`config.mk`:
```
export PLATFORM = sky130hd
export DESIGN_NAME = osc_phase_gen
export DESIGN_NICKNAME = d
export VERILOG_FILES = /design/src/rtl/osc_phase_gen.sv
export SDC_FILE = /design/constraint.sdc
export NUM_CORES = 1
export LEC_CHECK = 0
export BUFFER_PORTS_ARGS = -buffer_cell sky130_fd_sc_hd__buf_2
export CORE_UTILIZATION = 61
export DETAILED_ROUTE_END_ITERATION = 12
export PLACE_DENSITY = 0.86
export SKIP_LAST_GASP = 1
export SLEW_MARGIN = 10
export SYNTH_ARGS = -nofsm -noshare
export SYNTH_HDL_FRONTEND = slang
export SYNTH_SLANG_ARGS = --single-unit
```
`constraint.sdc`:
```
create_clock -name clk_in -period 14.7 [get_ports clk_in]
set_input_delay 2.94 -clock clk_in [delete_from_list [all_inputs] [get_ports clk_in]]
set_output_delay 2.94 -clock clk_in [all_outputs]
set_load 0.03 [all_outputs]
```
`src/rtl/osc_phase_gen.sv`:
```
// Time-multiplexed phase accumulator bank: one oscillator per clock, one shared adder, double-buffered index publish.
// Optional macro OSC_FRAC_OUT_EN adds osc_frac_out carrying the fractional phase, published with the indices.
module osc_phase_gen #(
    parameter int NUM_OSCILLATORS = 4,
    parameter int WW_WIDTH        = 18,
    parameter int FRAC_WIDTH      = 14,
    parameter int INC_WIDTH       = 32
) (
    input  logic                                         clk_in,
    input  logic                                         rst_in,
    input  logic                                         sample_tick_in,
    input  logic                                         ui_update_trig_in,
    input  logic [WW_WIDTH-1:0]                          wave_width_in,
    input  logic [NUM_OSCILLATORS-1:0]                   osc_is_on_in,
    input  logic [NUM_OSCILLATORS-1:0][INC_WIDTH-1:0]    osc_incr_in,
    output logic [NUM_OSCILLATORS-1:0][WW_WIDTH-1:0]     osc_index_out,
`ifdef OSC_FRAC_OUT_EN
    output logic [NUM_OSCILLATORS-1:0][FRAC_WIDTH-1:0]   osc_frac_out,
`endif
    output logic                                         sample_valid_out,
    output logic                                         busy_out,
    output logic                                         overrun_out
);

    localparam int PH_WIDTH   = WW_WIDTH + FRAC_WIDTH;
    localparam int SLOT_WIDTH = (NUM_OSCILLATORS > 1) ? $clog2(NUM_OSCILLATORS) : 1;

    localparam logic [1:0] ST_IDLE    = 2'd0;
    localparam logic [1:0] ST_UPDATE  = 2'd1;
    localparam logic [1:0] ST_PUBLISH = 2'd2;

    localparam logic [SLOT_WIDTH-1:0] LAST_SLOT = SLOT_WIDTH'(NUM_OSCILLATORS - 1);

    logic [1:0]            state_r;
    logic [1:0]            state_next_s;
    logic [SLOT_WIDTH-1:0] slot_r;
    logic                  pending_r;
    logic                  pending_next_s;
    logic                  overrun_next_s;

    logic [PH_WIDTH-1:0]   phase_r      [NUM_OSCILLATORS];
    logic [WW_WIDTH-1:0]   shadow_idx_r [NUM_OSCILLATORS];
`ifdef OSC_FRAC_OUT_EN
    logic [FRAC_WIDTH-1:0] shadow_frac_r [NUM_OSCILLATORS];
`endif

    logic [PH_WIDTH-1:0]   incr_s;
    logic [PH_WIDTH:0]     sum_s;
    logic [PH_WIDTH:0]     wrap_s;
    logic [PH_WIDTH:0]     ww_shift_s;
    logic [WW_WIDTH:0]     ww_ext_s;
    logic [PH_WIDTH-1:0]   next_phase_s;
    logic                  last_slot_s;
    logic                  publish_s;
    logic                  clear_out_s;

    // Shared adder for the oscillator in the current slot, with single-subtract wrap and fallback to zero
    always_comb begin
        incr_s     = PH_WIDTH'(osc_incr_in[slot_r]);
        ww_ext_s   = {1'b0, wave_width_in};
        ww_shift_s = {1'b0, wave_width_in, {FRAC_WIDTH{1'b0}}};
        sum_s      = {1'b0, phase_r[slot_r]} + {1'b0, incr_s};
        if (sum_s[PH_WIDTH:FRAC_WIDTH] >= ww_ext_s) begin
            wrap_s = sum_s - ww_shift_s;
        end else begin
            wrap_s = sum_s;
        end
        if (!osc_is_on_in[slot_r] || (wave_width_in == {WW_WIDTH{1'b0}})
            || (wrap_s[PH_WIDTH:FRAC_WIDTH] >= ww_ext_s)) begin
            next_phase_s = {PH_WIDTH{1'b0}};
        end else begin
            next_phase_s = wrap_s[PH_WIDTH-1:0];
        end
    end

    // Publish strobe and output-clear decode
    always_comb begin
        last_slot_s = (slot_r == LAST_SLOT);
        publish_s   = (state_r == ST_UPDATE) && last_slot_s && !ui_update_trig_in;
        clear_out_s = ui_update_trig_in && (state_r != ST_UPDATE);
    end

    // Next-state, pending and overrun logic; the reload strobe outranks every tick
    always_comb begin
        state_next_s   = state_r;
        pending_next_s = pending_r;
        overrun_next_s = overrun_out;
        if (ui_update_trig_in) begin
            state_next_s   = ST_IDLE;
            pending_next_s = 1'b0;
        end else begin
            case (state_r)
                ST_IDLE: begin
                    if (sample_tick_in || pending_r) begin
                        state_next_s   = ST_UPDATE;
                        pending_next_s = 1'b0;
                    end else begin
                        state_next_s = ST_IDLE;
                    end
                end
                ST_UPDATE: begin
                    if (last_slot_s) begin
                        state_next_s = ST_PUBLISH;
                    end else begin
                        state_next_s = ST_UPDATE;
                    end
                end
                ST_PUBLISH: begin
                    state_next_s = ST_IDLE;
                end
                default: begin
                    state_next_s = ST_IDLE;
                end
            endcase
            // A tick that finds a request already queued is lost
            if (sample_tick_in && pending_r) begin
                overrun_next_s = 1'b1;
            end else if (sample_tick_in && (state_r != ST_IDLE)) begin
                pending_next_s = 1'b1;
            end else begin
                overrun_next_s = overrun_out;
            end
        end
    end

    // Control state: FSM, slot counter, pending and sticky overrun flags
    always_ff @(posedge clk_in) begin
        if (!rst_in) begin
            state_r     <= ST_IDLE;
            slot_r      <= {SLOT_WIDTH{1'b0}};
            pending_r   <= 1'b0;
            overrun_out <= 1'b0;
        end else begin
            state_r     <= state_next_s;
            pending_r   <= pending_next_s;
            overrun_out <= overrun_next_s;
            if ((state_r == ST_UPDATE) && !ui_update_trig_in && !last_slot_s) begin
                slot_r <= slot_r + SLOT_WIDTH'(1);
            end else begin
                slot_r <= {SLOT_WIDTH{1'b0}};
            end
        end
    end

    // Phase accumulators and shadow buffer, one slot written per UPDATE cycle
    always_ff @(posedge clk_in) begin
        if (!rst_in || ui_update_trig_in) begin
            for (int k = 0; k < NUM_OSCILLATORS; k++) begin
                phase_r[k]      <= {PH_WIDTH{1'b0}};
                shadow_idx_r[k] <= {WW_WIDTH{1'b0}};
`ifdef OSC_FRAC_OUT_EN
                shadow_frac_r[k] <= {FRAC_WIDTH{1'b0}};
`endif
            end
        end else if (state_r == ST_UPDATE) begin
            phase_r[slot_r]      <= next_phase_s;
            shadow_idx_r[slot_r] <= next_phase_s[PH_WIDTH-1:FRAC_WIDTH];
`ifdef OSC_FRAC_OUT_EN
            shadow_frac_r[slot_r] <= next_phase_s[FRAC_WIDTH-1:0];
`endif
        end
    end

    // Published outputs; the last slot bypasses the shadow so the whole set lands with the valid pulse
    always_ff @(posedge clk_in) begin
        if (!rst_in) begin
            osc_index_out    <= '0;
`ifdef OSC_FRAC_OUT_EN
            osc_frac_out     <= '0;
`endif
            sample_valid_out <= 1'b0;
            busy_out         <= 1'b0;
        end else begin
            sample_valid_out <= (state_next_s == ST_PUBLISH);
            busy_out         <= (state_next_s != ST_IDLE);
            if (clear_out_s) begin
                osc_index_out <= '0;
`ifdef OSC_FRAC_OUT_EN
                osc_frac_out  <= '0;
`endif
            end else if (publish_s) begin
                for (int j = 0; j < NUM_OSCILLATORS; j++) begin
                    if (j == NUM_OSCILLATORS - 1) begin
                        osc_index_out[j] <= next_phase_s[PH_WIDTH-1:FRAC_WIDTH];
`ifdef OSC_FRAC_OUT_EN
                        osc_frac_out[j]  <= next_phase_s[FRAC_WIDTH-1:0];
`endif
                    end else begin
                        osc_index_out[j] <= shadow_idx_r[j];
`ifdef OSC_FRAC_OUT_EN
                        osc_frac_out[j]  <= shadow_frac_r[j];
`endif
                    end
                end
            end
        end
    end

endmodule

```
# Word-level counts from Yosys, hierarchy flattened
# Memories as Yosys holds them, arrays and structs flattened. A register that Yosys moved wholly into a read port is not among the register bits.
# Cells that the tools add are included.
[totals]
reg_bits = 26
mem_bits_rw = 200
input_bits = 154
mem_count = 2
[classes]
n_addsub = 3
magnitude_cmp = 3
eq_ne = 4
mux = 26
n_bitwise = 2
n_reduce_logical = 25
[memory_table]
columns = ["memory", "depth", "word_bits", "read_ports", "rd_clocked_by_memory_dff", "wr", "line_no", "source"]
rows = [
  ["phase_r", 4, 32, 1, 1, 4, "41", "logic [PH_WIDTH-1:0] phase_r [NUM_OSCILLATORS];"],
  ["shadow_idx_r", 4, 18, 3, 3, 4, "42", "logic [WW_WIDTH-1:0] shadow_idx_r [NUM_OSCILLATORS];"],
]
[ops]
columns = ["cell", "n"]
rows = [
  ["32-bit two-way mux", 3],
  ["32-bit binary-select mux with 2-bit select", 1],
  ["19-bit by 18-bit >= comparator with 1-bit output", 2],
  ["32-bit by 32-bit adder with 33-bit output", 1],
  ["33-bit two-way mux", 1],
  ["33-bit by 32-bit subtractor with 33-bit output", 1],
  ["32-bit OR reduction", 1],
  ["18-bit zero test", 1],
  ["18-bit two-way mux", 1],
  ["18-bit OR reduction", 1],
  ["1-bit two-way mux", 13],
  ["2-bit two-way mux", 5],
  ["1-bit logical AND", 7],
  ["2-bit equality test, second input constant", 2],
  ["1-bit zero test", 4],
  ["1-bit logical OR", 4],
  ["2-bit case mux with 2 select lines", 1],
  ["2-bit AND reduction", 2],
  ["2-bit nonzero test", 2],
  ["2-bit OR reduction", 2],
  ["2-bit by 3-bit < comparator with 1-bit output, second input constant", 1],
  ["2-bit by 1-bit adder with 2-bit output, second input constant", 1],
  ["1-bit binary-select mux with 2-bit select", 1],
  ["2-bit by 1-bit equality test with 1-bit output, second input constant", 1],
  ["3 further kinds", 4],
]

# Logic depth before layout (Yosys ltp)
[logic_depth]
word_depth = 9
depth_mapped = 33

# Worst setup path after synthesis
# OpenSTA, ideal clock, no wires.
[synth_path]
kind = "input to register"
from = "in osc_incr_in[113] (netlist bit)"
to = "mem phase_r[0][8] (netlist bit), data pin"
setup_time_ps = 157
arrival_time_ps = 9224
t_required_ps = 14543
slack_ps = 5319
stages = 29
path_buffers = 3
path_cell_list = "mux4_2 ha_1 buf_2 a21oi_2 o21ai_0 a2111oi_0 nand3_1 and4_1 a311oi_2 ha_1 a21oi_1 o21ai_0 a21oi_1 a21bo_2 a41oi_1 nand2_4 buf_8 mux2i_4 inv_1 ha_1 a21o_1 a21o_1 a2111o_1 a31oi_1 o21ai_0 or2_2 nand3b_4 buf_6 nor3_1"
[synth_lines]
columns = ["item", "line_no", "source"]
rows = [
  ["start: declaration", "15", "input logic [NUM_OSCILLATORS-1:0][INC_WIDTH-1:0] osc_incr_in,"],
  ["end: declaration", "41", ""],
]

==> metrics <==
Worst EP arrival=11210 ps; drc violations=0; Final HPWL DP=26.9 mm; nets=1649; Req. time, crit path=15010 ps; final worst-path cycle share=74.1%; initial antenna violation count=1; Seq/Total Area, Yosys=43.0%; clk root buf=clkbuf_16; post_cts resized=0; CTS tree=done; Slowest-stage cell, CP=mux2i_1; Final Hold Fails=0; hold path depth=2; dpl cells=1670; DIE HEIGHT=146 microns; crit-path max FO=52; #FFs+latches synth=208; commonest non-fill, non-tap cell in the layout=buf_2; max cap viols=0; Reg clk slew, reported paths=60 ps; maximum clock path buffer count=3; Final Wtd Congestion=1.01; RSZ-0062 raised after global routing=false; Setup Skew=17.0 ps; hold buffer count at cts=0; Non-Filler Instances=1711; Util after Layout=72.2%; Synth Instances=1230; count of final setup violators=0; top cell type by total area after synthesis=edfxtp_1; GRT overflow=0; Layout Area Growth over Synthesis=15.6%; max frequency=91.8 MHz; Synth area leaders=edfxtp_1 (30%), dfxtp_1 (13%), mux4_2 (12%); Leakage=0.00604 uW; Design Area, Final=14700 sq um; worst-margin pin slew=982 ps; Via density=6.45; Core Footprint=20300 sq um; Post-Syn Area per Cell=10.3 sq um; Synth Warn #=0; Seq. cell area=5450 sq um; classification of the worst-slack hold path=reg2reg; slowest stage delay, CP=730 ps; placed cell area=13900 sq um; final wirelength=37.0 mm; DR vias=11000; Post-synth EDFFs=128; most frequent cells in the layout=buf_2 (228), nand2_1 (180), nor2_1 (149); Synthesized Nets=1455; hold_ws=449 ps; Initial Utilization=62.4%; Hold Startpoint=osc_index_out[66]; Top FF cell, synth=edfxtp_1; reg2reg path depth=27; # port buffers=228; Fillers=1457; reg2reg setup slack=4690 ps; DR WL/cell=21.6 microns; layout cells sized above 1=26.7%; outcome=finished, final reports clean; power density over the cells=119 nW/um^2; IO Pins=229; Crit. End Element=flip-flop; vias in the first global route=10600; post-route ant nets=0; first-pass GRT wire length=57.4 mm; area fraction of the dominant cell type after synthesis=30.3%; Mapped Area=12700 sq um; largest net degree at the start of global routing=67; kind of critical path=in2reg; Slew headroom=34.3%; ys async rst share=0%; Hold Crit Endpoint=osc_index_out[66]; gr usage total=34.7%; reg2reg end=phase_r[2][7]; initial DRC count=1134; H-tree levels=1; clock sink count=208; Die Width=146 microns; max-slew violations=0; Setup TNS=0 ps; maximum vdd drop=0.0932 mV; fin crit period=10890 ps; postcts setup bufs=0; R2R Path Start=slot_r[0]; Yosys cell types=74; Startpoint Class=input port; Site Rows=52; iteration count of the initial detailed-routing pass=7; area of the multi-input gates=6710 sq um; cts bufs inserted=22; die area=21400 sq um; Skew-Pair Late Insertion Delay=520 ps
metal layers:
metal | part of all wire [%] | GRT usage [%] | vias to the layer above
met2 | 46 | 54.4 | 697
met4 | 3.9 | 13.5 | 0
met3 | 11 | 6.44 | 125
li1 | - | - | 4909
met1 | 40 | 48.1 | 5297
met5 | 0 | 0 | -
synth_stat cells, types with 11 or more instances:
cell / instances
nor3_1: 52
dfxtp_1: 80
inv_1: 45
o21ai_0: 54
buf_2: 12
xor2_1: 11
ha_1: 69
mux4_2: 65
a21oi_1: 108
nand4_1: 17
nand2_1: 184
buf_6: 11
a21o_1: 15
clkbuf_1: 32
nor2_1: 149
xnor2_1: 28
edfxtp_1: 128
metrics by stage:
step	setup WS (ps)	total power, uW
2_1_floorplan	5320	1000
3_5_place_dp	3590	1140
6_report	3810	1740
4_1_cts	4060	1730
5_1_grt	3430	1800
3_3_place_gp	3750	1130
worst max-delay path, delay by kind of cell:
| family | cells | cell delay [ps] |
|---|---|---|
| buffers and inverters | 2 | 210 |
| adder cells (fa/ha/maj) | 3 | 1160 |
| AND/OR/NAND/NOR | 7 | 2300 |
| multiplexers | 2 | 1220 |
| AO/OA/AOI/OAI | 13 | 3360 |
cells by family (layout without fill, tap and decap cells):
logic type,count (synthesis),count (layout),share of synthesized area (%)
multiplexers,87,87,14.3
flip-flops,208,208,43.0
AND/OR/NAND/NOR,470,470,16.9
XOR/XNOR,39,39,2.70
AO/OA/AOI/OAI,245,245,11.8
adder cells (fa/ha/maj),71,71,7.13
other,0,1,0
buffers and inverters,110,320,4.21
state kept, by name, indices dropped and copies added, names as in the netlist:
signal,count
phase_r,92
osc_index_out,72
shadow_idx_r,36
slot_r,2
state_r,2
busy_out,1
overrun_out,1
pending_r,1
sample_valid_out,1
how the worst max path moves through the flow:
stage | to | depth (start not counted) | startpoint
floorplan | phase_r[0][8] | 29 | osc_incr_in[113]
global placement | phase_r[2][30] | 27 | osc_incr_in[87]
detailed placement | phase_r[0][11] | 27 | osc_incr_in[111]
CTS | phase_r[0][11] | 27 | osc_incr_in[111]
global route | phase_r[0][8] | 27 | osc_incr_in[111]
finish | phase_r[2][7] | 27 | osc_incr_in[111]
where the power goes:
group	total (uW)	switching, uW	internal [uW]
logic	495	310	185
clock network	601	245	356
registers	643	8.49	635
final cells by class:
cell class | count | area share, %
Multi-Input combinational cell | 912 | 45.8
Sequential cell | 208 | 37.2
Timing Repair Buffer | 235 | 8.15
Clock buffer | 25 | 3.90
Tap cell | 270 | 2.31
Clock inverter | 15 | 1.47
Inverter | 45 | 1.15
Antenna cell | 1 | 0.0171
(Power assumes the default switching activity.)
